===== config.mk =====
export PLATFORM = sky130hd
export DESIGN_NAME = bfsk_symbol_scheduler
export DESIGN_NICKNAME = d
export VERILOG_FILES = /design/src/rtl/bfsk_pkg.sv /design/src/rtl/bfsk_phase_acc.sv /design/src/rtl/bfsk_symbol_scheduler.sv
export SDC_FILE = /design/constraint.sdc
export NUM_CORES = 1
export LEC_CHECK = 0
export BUFFER_PORTS_ARGS = -buffer_cell sky130_fd_sc_hd__clkbuf_2
export CAP_MARGIN = 40
export CORE_MARGIN = 3
export CORE_UTILIZATION = 59
export CTS_CLUSTER_DIAMETER = 60
export CTS_CLUSTER_SIZE = 20
export DETAILED_ROUTE_END_ITERATION = 10
export HOLD_SLACK_MARGIN = 0.06
export PLACE_DENSITY_LB_ADDON = 0.25
export SLEW_MARGIN = 20
export SYNTH_ARGS = -nofsm -noshare
export SYNTH_HDL_FRONTEND = slang
export SYNTH_HIERARCHICAL = 1
export SYNTH_SLANG_ARGS = --single-unit
export TNS_END_PERCENT = 30

===== constraint.sdc =====
create_clock -name CLOCK_50 -period 3.5 [get_ports CLOCK_50]
set_input_delay 0.35 -clock CLOCK_50 [delete_from_list [all_inputs] [get_ports CLOCK_50]]
set_output_delay 0.35 -clock CLOCK_50 [all_outputs]
set_load 0.01 [all_outputs]

===== src/rtl/bfsk_pkg.sv =====
// Shared definitions for the BFSK symbol scheduler.
//   ROM_AW  : sine ROM address width
//   ROM_MID : ROM sample at address 0 (DAC midscale)
//   state_t : scheduler states; ST_PRE exists only when BFSK_PREAMBLE_EN is defined
package bfsk_pkg;

  localparam int unsigned ROM_AW  = 8;
  localparam logic [15:0] ROM_MID = 16'h8000;

  typedef enum logic [1:0] {
    ST_IDLE = 2'd0,
    ST_SEND = 2'd1,
    ST_TAIL = 2'd2
`ifdef BFSK_PREAMBLE_EN
    , ST_PRE = 2'd3
`endif
  } state_t;

endpackage


===== src/rtl/bfsk_phase_acc.sv =====
// Phase accumulator driving the sine ROM address.
// Ports:
//   CLOCK_50 in  clock
//   rst_n    in  async active-low reset (acc <= 0)
//   clr      in  synchronous clear, priority over en
//   en       in  advance acc by the selected step
//   sel      in  step select (1 = INC_MARK, 0 = INC_SPACE)
//   addr     out top ROM_AW bits of the accumulator
//   wrap     out the step taken this cycle carries out of ACC_W bits
module bfsk_phase_acc
  import bfsk_pkg::*;
#(
  parameter int unsigned      ACC_W     = 16,
  parameter logic [ACC_W-1:0] INC_MARK  = ACC_W'(16'h0400),
  parameter logic [ACC_W-1:0] INC_SPACE = ACC_W'(16'h0200)
) (
  input  logic              CLOCK_50,
  input  logic              rst_n,
  input  logic              clr,
  input  logic              en,
  input  logic              sel,
  output logic [ROM_AW-1:0] addr,
  output logic              wrap
);

  logic [ACC_W-1:0] acc;
  logic [ACC_W:0]   sum;

  always_comb begin
    sum  = {1'b0, acc} + {1'b0, (sel ? INC_MARK : INC_SPACE)};
    wrap = en & sum[ACC_W];
    addr = acc[ACC_W-1 -: ROM_AW];
  end

  always_ff @(posedge CLOCK_50 or negedge rst_n) begin
    if (!rst_n) begin
      acc <= '0;
    end else if (clr) begin
      acc <= '0;
    end else if (en) begin
      acc <= sum[ACC_W-1:0];
    end
  end

endmodule


===== src/rtl/bfsk_symbol_scheduler.sv =====
// BFSK modulator front end: accepts bits over valid/ready, holds each for
// SYM_CYCLES clocks and sweeps the sine ROM with a phase-continuous accumulator.
// After the last symbol the tone runs on until the phase wraps, so the output
// always stops at ROM address 0 (midscale).
// Optional feature macro: BFSK_PREAMBLE_EN (PRE_LEN alternating symbols,
// starting with mark, before the first accepted bit).
// Ports:
//   CLOCK_50  in  clock
//   rst_n     in  async active-low reset
//   enable    in  permits acceptance of new bits
//   bit_valid in  source presents bit_data
//   bit_data  in  bit to send (1 = mark)
//   bit_ready out bit accepted at this edge when bit_valid is high
//   sin_addr  out sine ROM address
//   freq_sel  out tone of the current symbol
//   sym_start out one-cycle pulse on the first cycle of each symbol
//   busy      out not idle
module bfsk_symbol_scheduler
  import bfsk_pkg::*;
#(
  parameter int unsigned      ACC_W      = 16,
  parameter int unsigned      SYM_CYCLES = 1024,
  parameter logic [ACC_W-1:0] INC_MARK   = ACC_W'(16'h0400),
  parameter logic [ACC_W-1:0] INC_SPACE  = ACC_W'(16'h0200),
  parameter int unsigned      PRE_LEN    = 8
) (
  input  logic              CLOCK_50,
  input  logic              rst_n,
  input  logic              enable,
  input  logic              bit_valid,
  input  logic              bit_data,
  output logic              bit_ready,
  output logic [ROM_AW-1:0] sin_addr,
  output logic              freq_sel,
  output logic              sym_start,
  output logic              busy
);

  localparam int unsigned  CW       = (SYM_CYCLES > 2) ? $clog2(SYM_CYCLES) : 1;
  localparam logic [CW-1:0] SYM_LAST = CW'(SYM_CYCLES - 1);

  state_t        state, state_n;
  logic [CW-1:0] sym_cnt, sym_cnt_n;
  logic          freq_n, start_n;
  logic          rdy, last, xfer;
  logic          acc_clr, acc_en, acc_wrap;

`ifdef BFSK_PREAMBLE_EN
  localparam int unsigned   PW       = (PRE_LEN > 1) ? $clog2(PRE_LEN) : 1;
  localparam logic [PW-1:0] PRE_LAST = PW'(PRE_LEN - 1);
  logic [PW-1:0] pre_cnt, pre_cnt_n;
  logic          bit_lat, bit_lat_n;
`endif

  always_comb begin
    state_n   = state;
    sym_cnt_n = sym_cnt;
    freq_n    = freq_sel;
    start_n   = 1'b0;
    rdy       = 1'b0;
`ifdef BFSK_PREAMBLE_EN
    pre_cnt_n = pre_cnt;
    bit_lat_n = bit_lat;
`endif
    last = (sym_cnt == SYM_LAST);

    case (state)
      ST_IDLE: rdy = enable;
      ST_SEND: rdy = enable & last;
      default: rdy = 1'b0;
    endcase
    xfer = rdy & bit_valid;

    case (state)
      ST_IDLE: begin
        if (xfer) begin
          sym_cnt_n = '0;
          start_n   = 1'b1;
`ifdef BFSK_PREAMBLE_EN
          bit_lat_n = bit_data;
          pre_cnt_n = '0;
          freq_n    = 1'b1;
          state_n   = ST_PRE;
`else
          freq_n    = bit_data;
          state_n   = ST_SEND;
`endif
        end
      end
      ST_SEND: begin
        sym_cnt_n = sym_cnt + CW'(1);
        if (last) begin
          sym_cnt_n = '0;
          if (xfer) begin
            start_n = 1'b1;
            freq_n  = bit_data;
          end else begin
            state_n = ST_TAIL;
          end
        end
      end
      ST_TAIL: begin
        if (acc_wrap) state_n = ST_IDLE;
      end
`ifdef BFSK_PREAMBLE_EN
      ST_PRE: begin
        sym_cnt_n = sym_cnt + CW'(1);
        if (last) begin
          sym_cnt_n = '0;
          start_n   = 1'b1;
          if (pre_cnt == PRE_LAST) begin
            freq_n  = bit_lat;
            state_n = ST_SEND;
          end else begin
            pre_cnt_n = pre_cnt + PW'(1);
            freq_n    = ~freq_sel;
          end
        end
      end
`endif
      default: state_n = ST_IDLE;
    endcase

    // Accumulator sits at 0 while idle and is zeroed on the tail's wrap edge.
    acc_en  = (state != ST_IDLE);
    acc_clr = (state == ST_IDLE) | ((state == ST_TAIL) & acc_wrap);

    bit_ready = rdy & rst_n;
    busy      = (state != ST_IDLE);
  end

  always_ff @(posedge CLOCK_50 or negedge rst_n) begin
    if (!rst_n) begin
      state     <= ST_IDLE;
      sym_cnt   <= '0;
      freq_sel  <= 1'b0;
      sym_start <= 1'b0;
`ifdef BFSK_PREAMBLE_EN
      pre_cnt   <= '0;
      bit_lat   <= 1'b0;
`endif
    end else begin
      state     <= state_n;
      sym_cnt   <= sym_cnt_n;
      freq_sel  <= freq_n;
      sym_start <= start_n;
`ifdef BFSK_PREAMBLE_EN
      pre_cnt   <= pre_cnt_n;
      bit_lat   <= bit_lat_n;
`endif
    end
  end

  bfsk_phase_acc #(
    .ACC_W    (ACC_W),
    .INC_MARK (INC_MARK),
    .INC_SPACE(INC_SPACE)
  ) u_phase_acc (
    .CLOCK_50(CLOCK_50),
    .rst_n   (rst_n),
    .clr     (acc_clr),
    .en      (acc_en),
    .sel     (freq_sel),
    .addr    (sin_addr),
    .wrap    (acc_wrap)
  );

endmodule


---- Yosys cells after proc, flatten, opt, wreduce, memory -nomap -nowiden ----
Cells that the tools add are included.
cells by class
  add/subtract/negate cells ............... 2
  eq/ne operators ......................... 7
  reductions and logical operators ........ 7
  bitwise operators ....................... 6
  multiplexer cells ....................... 18
operator list
  operator                                              number
  2-to-1 mux 16 bit                                     2
  2-to-1 mux 10 bit                                     2
  case mux 10 bit (2 select lines)                      1
  adder 16 x 16 -> 17 bit                               1
  2-to-1 mux 11 bit                                     1
  adder 10 x 1 -> 10 bit (second input constant)        1
  equality test 10 bit (second input constant)          1
  2-to-1 mux 2 bit                                      4
  != test 2 bit (second input constant)                 4
  case mux 1 bit (2 select lines)                       3
  case mux 2 bit (3 select lines)                       1
  nonzero test 2 bit                                    3
  AND 1 bit                                             5
  2-to-1 mux 1 bit                                      4
  AND reduction 2 bit                                   2
  AND reduction 4 bit                                   1
  equality test 2 x 1 -> 1 bit (second input constant)  1
  equality test 2 bit (second input constant)           1
  zero test 2 bit                                       1
  bitwise OR 1 bit                                      1
word-level totals
  output and inout bits ................... 12
  input port bits ......................... 5
  word-level logic and storage cells ...... 45
  bits in registers ....................... 30

---- Logic depth before layout (Yosys ltp) ----
  depth after elaboration ................. 7
  depth in mapped cells ................... 8
  mapped depth without buffers ............ 7

---- Modules after synthesis ----
Netlist, hierarchy kept.
by module, submodules not included
  module                 seq. area each (um^2)  times used  area an instance (um^2)  cells each
  bfsk_symbol_scheduler  350.3                  1           778.2                    78
  bfsk_phase_acc         175.2                  1           400.4                    39

---- Worst setup path before layout ----
OpenSTA, ideal clock, no wires.
  path type ............................... reg-to-reg
  from .................................... register state[1]
  to ...................................... register u_phase_acc.acc[10]
  data required time ...................... 3.366 ns
  setup time .............................. 0.134 ns
  slack ................................... 1.628 ns
  arrival ................................. 1.738 ns
  cell stages (with the launch flop) ...... 9
  period minus slack after synthesis ...... 1.872 ns
  buffers on the path ..................... 2
  cells stage by stage .................... dfrtp_1 clkbuf_1 or2_2 buf_6 nand4_4 nor3_1 nand2b_1 nor2b_1 nor2_1
on the way
  longest elaborated chain between the ends .. 5
  elaborated cells between the ends (all ways) .. 8
  those cells by class .................... 1 x eq/ne; 1 x mux; 3 x bitwise; 3 x reduce/logical
ends and longest elaborated chain
  what                                                            line                          RTL
  start: declaration                                              bfsk_symbol_scheduler.sv:42   state_t state, state_n;
  start signal: assignment                                        bfsk_symbol_scheduler.sv:143  state <= state_n;
  nonzero test 2 bit (*)                                          -
  net busy                                                        bfsk_symbol_scheduler.sv:36   output logic busy
  AND 1 bit (*)                                                   bfsk_phase_acc.sv:31          wrap = en & sum[ACC_W];
  net acc_wrap                                                    bfsk_symbol_scheduler.sv:46   logic acc_clr, acc_en, acc_wrap;
  AND 1 bit (*)                                                   bfsk_symbol_scheduler.sv:126  acc_clr = (state == ST_IDLE) | ((state == ST_TAIL) & acc_wrap);
  bitwise OR 1 bit (*)                                            bfsk_symbol_scheduler.sv:126
  net acc_clr                                                     bfsk_symbol_scheduler.sv:46
  2-to-1 mux 16 bit / nonzero test 2 bit (equally long branches)  -
  end signal: assignment                                          bfsk_phase_acc.sv:41          acc <= sum[ACC_W-1:0];
  end: declaration                                                bfsk_phase_acc.sv:26          logic [ACC_W-1:0] acc;
Mark *: on every way through the listed nets, which the timed path passes. The rest lies on a longest branch.
A chain may end at the register's enable or synchronous reset.

---- Final worst setup path ----
  from .................................... register sym_cnt[0]
  to ...................................... output bit_ready
on the way
  longest elaborated chain between the ends .. 4
ends and longest elaborated chain
  what                             line                          RTL
  start: declaration               bfsk_symbol_scheduler.sv:43   logic [CW-1:0] sym_cnt, sym_cnt_n;
  start signal: assignment         bfsk_symbol_scheduler.sv:144  sym_cnt <= sym_cnt_n;
  equality test 10 bit             bfsk_symbol_scheduler.sv:65   last = (sym_cnt == SYM_LAST);
  AND 1 bit                        bfsk_symbol_scheduler.sv:69   ST_SEND: rdy = enable & last;
  case mux 1 bit (2 select lines)  bfsk_symbol_scheduler.sv:67   case (state)
  AND 1 bit                        bfsk_symbol_scheduler.sv:128  bit_ready = rdy & rst_n;
  end: declaration                 bfsk_symbol_scheduler.sv:32   output logic bit_ready,
Every way passes these cells.

==> metrics.txt <==
unrepaired setup endpoints after global routing false; clk_skew 1.12 ps; Post-Route WL 2160 µm; WL met1 1010 µm; Post-Syn Instances 117; max-cap violations 0; Worst-Margin Slew 520 ps; Overflow after GRT 0; critical path class flop to primary output; asr flop ratio synth 100%; DR WL met2 1050 µm; Post-Syn Area 0.00118 mm²; Inserted Clock Buffers 3; Avg WL per Cell 13.8 µm; CP max stage delay 430 ps; Critical Path RT 3150 ps; worst setup margin 1310 ps; Top Metal Used met4; initial antenna violation count 0; vias per cell 5.83; vias in the first global route 913; Critical Path Sink Type primary output; DR vias 915; Final GP Congestion 0.831; Seq/Total Area, Yosys 44.6%; Leakage 0.594 nW; Fin. Hold Viols 0; Rel. slew slack 65.4%; Clock transition at path regs 120 ps; Nets 142; slowest CP cell dfrtp_1; clock tree buffer depth 2; ratio of cells with drive above 1 in the final layout 22.0%; largest net degree at the start of global routing 23; synth warn 6; Clock Tree Root clkbuf_4; #FFs+latches synth 21; Die Ht 50.7 µm; CTS resizes 0; Synth top area share 44.6%; CP max FO 7; max-slew violations 0; CP Cell Sequence ha_1 -> and4_4 -> nand3_4 -> nand2_1 -> and4b_1 -> clkbuf_2; Skew-Pair Late Insertion Delay 300 ps; core area 0.00180 mm²; initial drt markers 32; cell with the most instances after synthesis dfrtp_1; Yosys top cell by area dfrtp_1; Place WS 1490 ps; fillcell total 143; antenna diode count 0; mean post-synth cell area 10.1 µm²; antenna-violating nets left 0; Final period util 62.7%; Distinct cells, synth 39; All-Layer GR Usage 19.8%; area grow syn2layout 9.24%; DIE WIDTH 50.7 µm; Rows 15; Pwr per Cell Area 643 mW/mm²; Die Area 0.00257 mm²; I/O pin count 17; Worst EP arrival 1840 ps; first-pass GRT wire length 3870 µm; final hold slack 276 ps; Initial Utilization 65.4%; met3 WL 85 µm; Synth Flop Type dfrtp_1; outcome finished clean; Syn Nets 126; final setup vio count 0; Residual DRC 0; number of enable flip-flop cells after synthesis 0; clk sink count 21; Pre-antenna DRT Iters 4; fmax 0.456 GHz; # H-tree levels 1; setup_tns 0 ps; worst IR drop on VDD 0.391 mV; top cells by area, synth dfrtp_1, nand2_1, nor2_1, ha_1, a21oi_1; Hold WC Path Type primary input to flop; I/O Buffers 15; Post-DP HPWL 1610 µm; Setup Fix Bufs, Post-CTS 0; crit path time final 2190 ps; top cells by count, synth dfrtp_1, nand2_1, nor2_1; CTS tree yes; crit path launch type flop
==> flip-flops by register name, indices dropped and copies added (netlist names) <==
name / count
sym_cnt: 10
freq_sel: 1
state: 2
u_phase_acc/acc: 7
sym_start: 1
==> routing by layer <==
| layer | up-vias | GRT usage, % |
|---|---|---|
| met5 | - | 0 |
| met4 | 0 | 7.17 |
| met3 | 2 | 2.97 |
| met2 | 25 | 32.8 |
| met1 | 437 | 26.2 |
| li1 | 451 | - |
==> stage by stage <==
stage | std cells | area (µm²) | util, % | power (W)
6_report | 157 | 1290 | 71.5 | 0.000828
5_1_grt | 157 | 1290 | 71.5 | 0.000894
4_1_cts | 157 | 1290 | 71.5 | 0.000833
3_5_place_dp | 152 | 1250 | 69.4 | 0.000713
3_3_place_gp | 152 | 1250 | 69.4 | 0.000692
2_1_floorplan | 117 | 1180 | - | 0.000610
==> area by class of cell <==
type	count	area [µm²]	share of cell area (%)
multi-input combinational	90	614	47.7
sequential	21	526	40.8
timing repair buffer	16	85.1	6.61
tap	25	31.3	2.43
clock buffer	3	22.5	1.75
clock inverter	1	5.00	0.389
inverter	1	3.75	0.292
==> critical path, delay by kind of cell, from the launching register on <==
family	cells	cell delay [ps]
adder cells (fa/ha/maj)	1	300
buffers and inverters	1	130
flip-flops	1	430
AND/OR/NAND/NOR	4	680
==> cells by family (layout without fill, tap and decap cells) <==
kind of cell | count (synthesis) | in the layout | synth area share, %
compound gates | 20 | 20 | 12.4
xor+xnor | 5 | 5 | 3.72
fa+ha+maj | 4 | 4 | 4.88
buf+inv | 6 | 21 | 3.29
flops | 21 | 21 | 44.6
mux | 5 | 5 | 4.56
other cells | 1 | 1 | 0.318
simple gates | 55 | 55 | 26.2
==> what timing repair did <==
action | in CTS | in global routing
setup endpoints to repair | 0 | 0
hold endpoints to repair | 21 | 0
hold buffers | 1 | 0
==> power by group <==
part	switching, W	total [W]	internal (W)
clock	0.0000746	0.000117	0.0000426
combinational	0.000150	0.000284	0.000134
sequential	0.000106	0.000427	0.000321
==> placed cells by master, fill, tap and decap left out <==
cell and instances:
a211oi_4 1, a21o_1 1, a21oi_1 6, a221o_1 1, a22o_1 3, a31oi_1 1, a31oi_2 1, and2_1 1
and4_4 2, and4b_1 1, clkbuf_2 15, clkbuf_4 3, clkinv_2 1, conb_1 1, dfrtp_1 21, dlygate4sd3_1 1
fa_1 1, ha_1 3, inv_1 1, mux2_1 1, mux2_2 2, mux2i_1 2, nand2_1 14, nand2b_1 2
nand3_1 6, nand3_4 1, nand4_1 3, nand4_4 1, nor2_1 13, nor2b_1 1, nor3_1 1, nor3b_1 1
nor4_1 3, o21ai_0 5, o32ai_1 1, or2_2 2, or3_1 3, xnor2_1 3, xor2_1 2
==> worst paths after layout <==
check	start	to	slack, ps	cells past startpoint
worst max-delay path	sym_cnt[0]	bit_ready	1310	6
min in group asynchronous	rst_n	u_phase_acc/acc[10]	530	2
worst max register to register	state[1]	u_phase_acc/acc[10]	1430	6
worst min register to register	sym_cnt[7]	sym_cnt[7]	580	2
worst min-delay path	bit_data	freq_sel	280	2
max in group asynchronous	rst_n	sym_cnt[9]	2620	2
(Power assumes the default switching activity.)
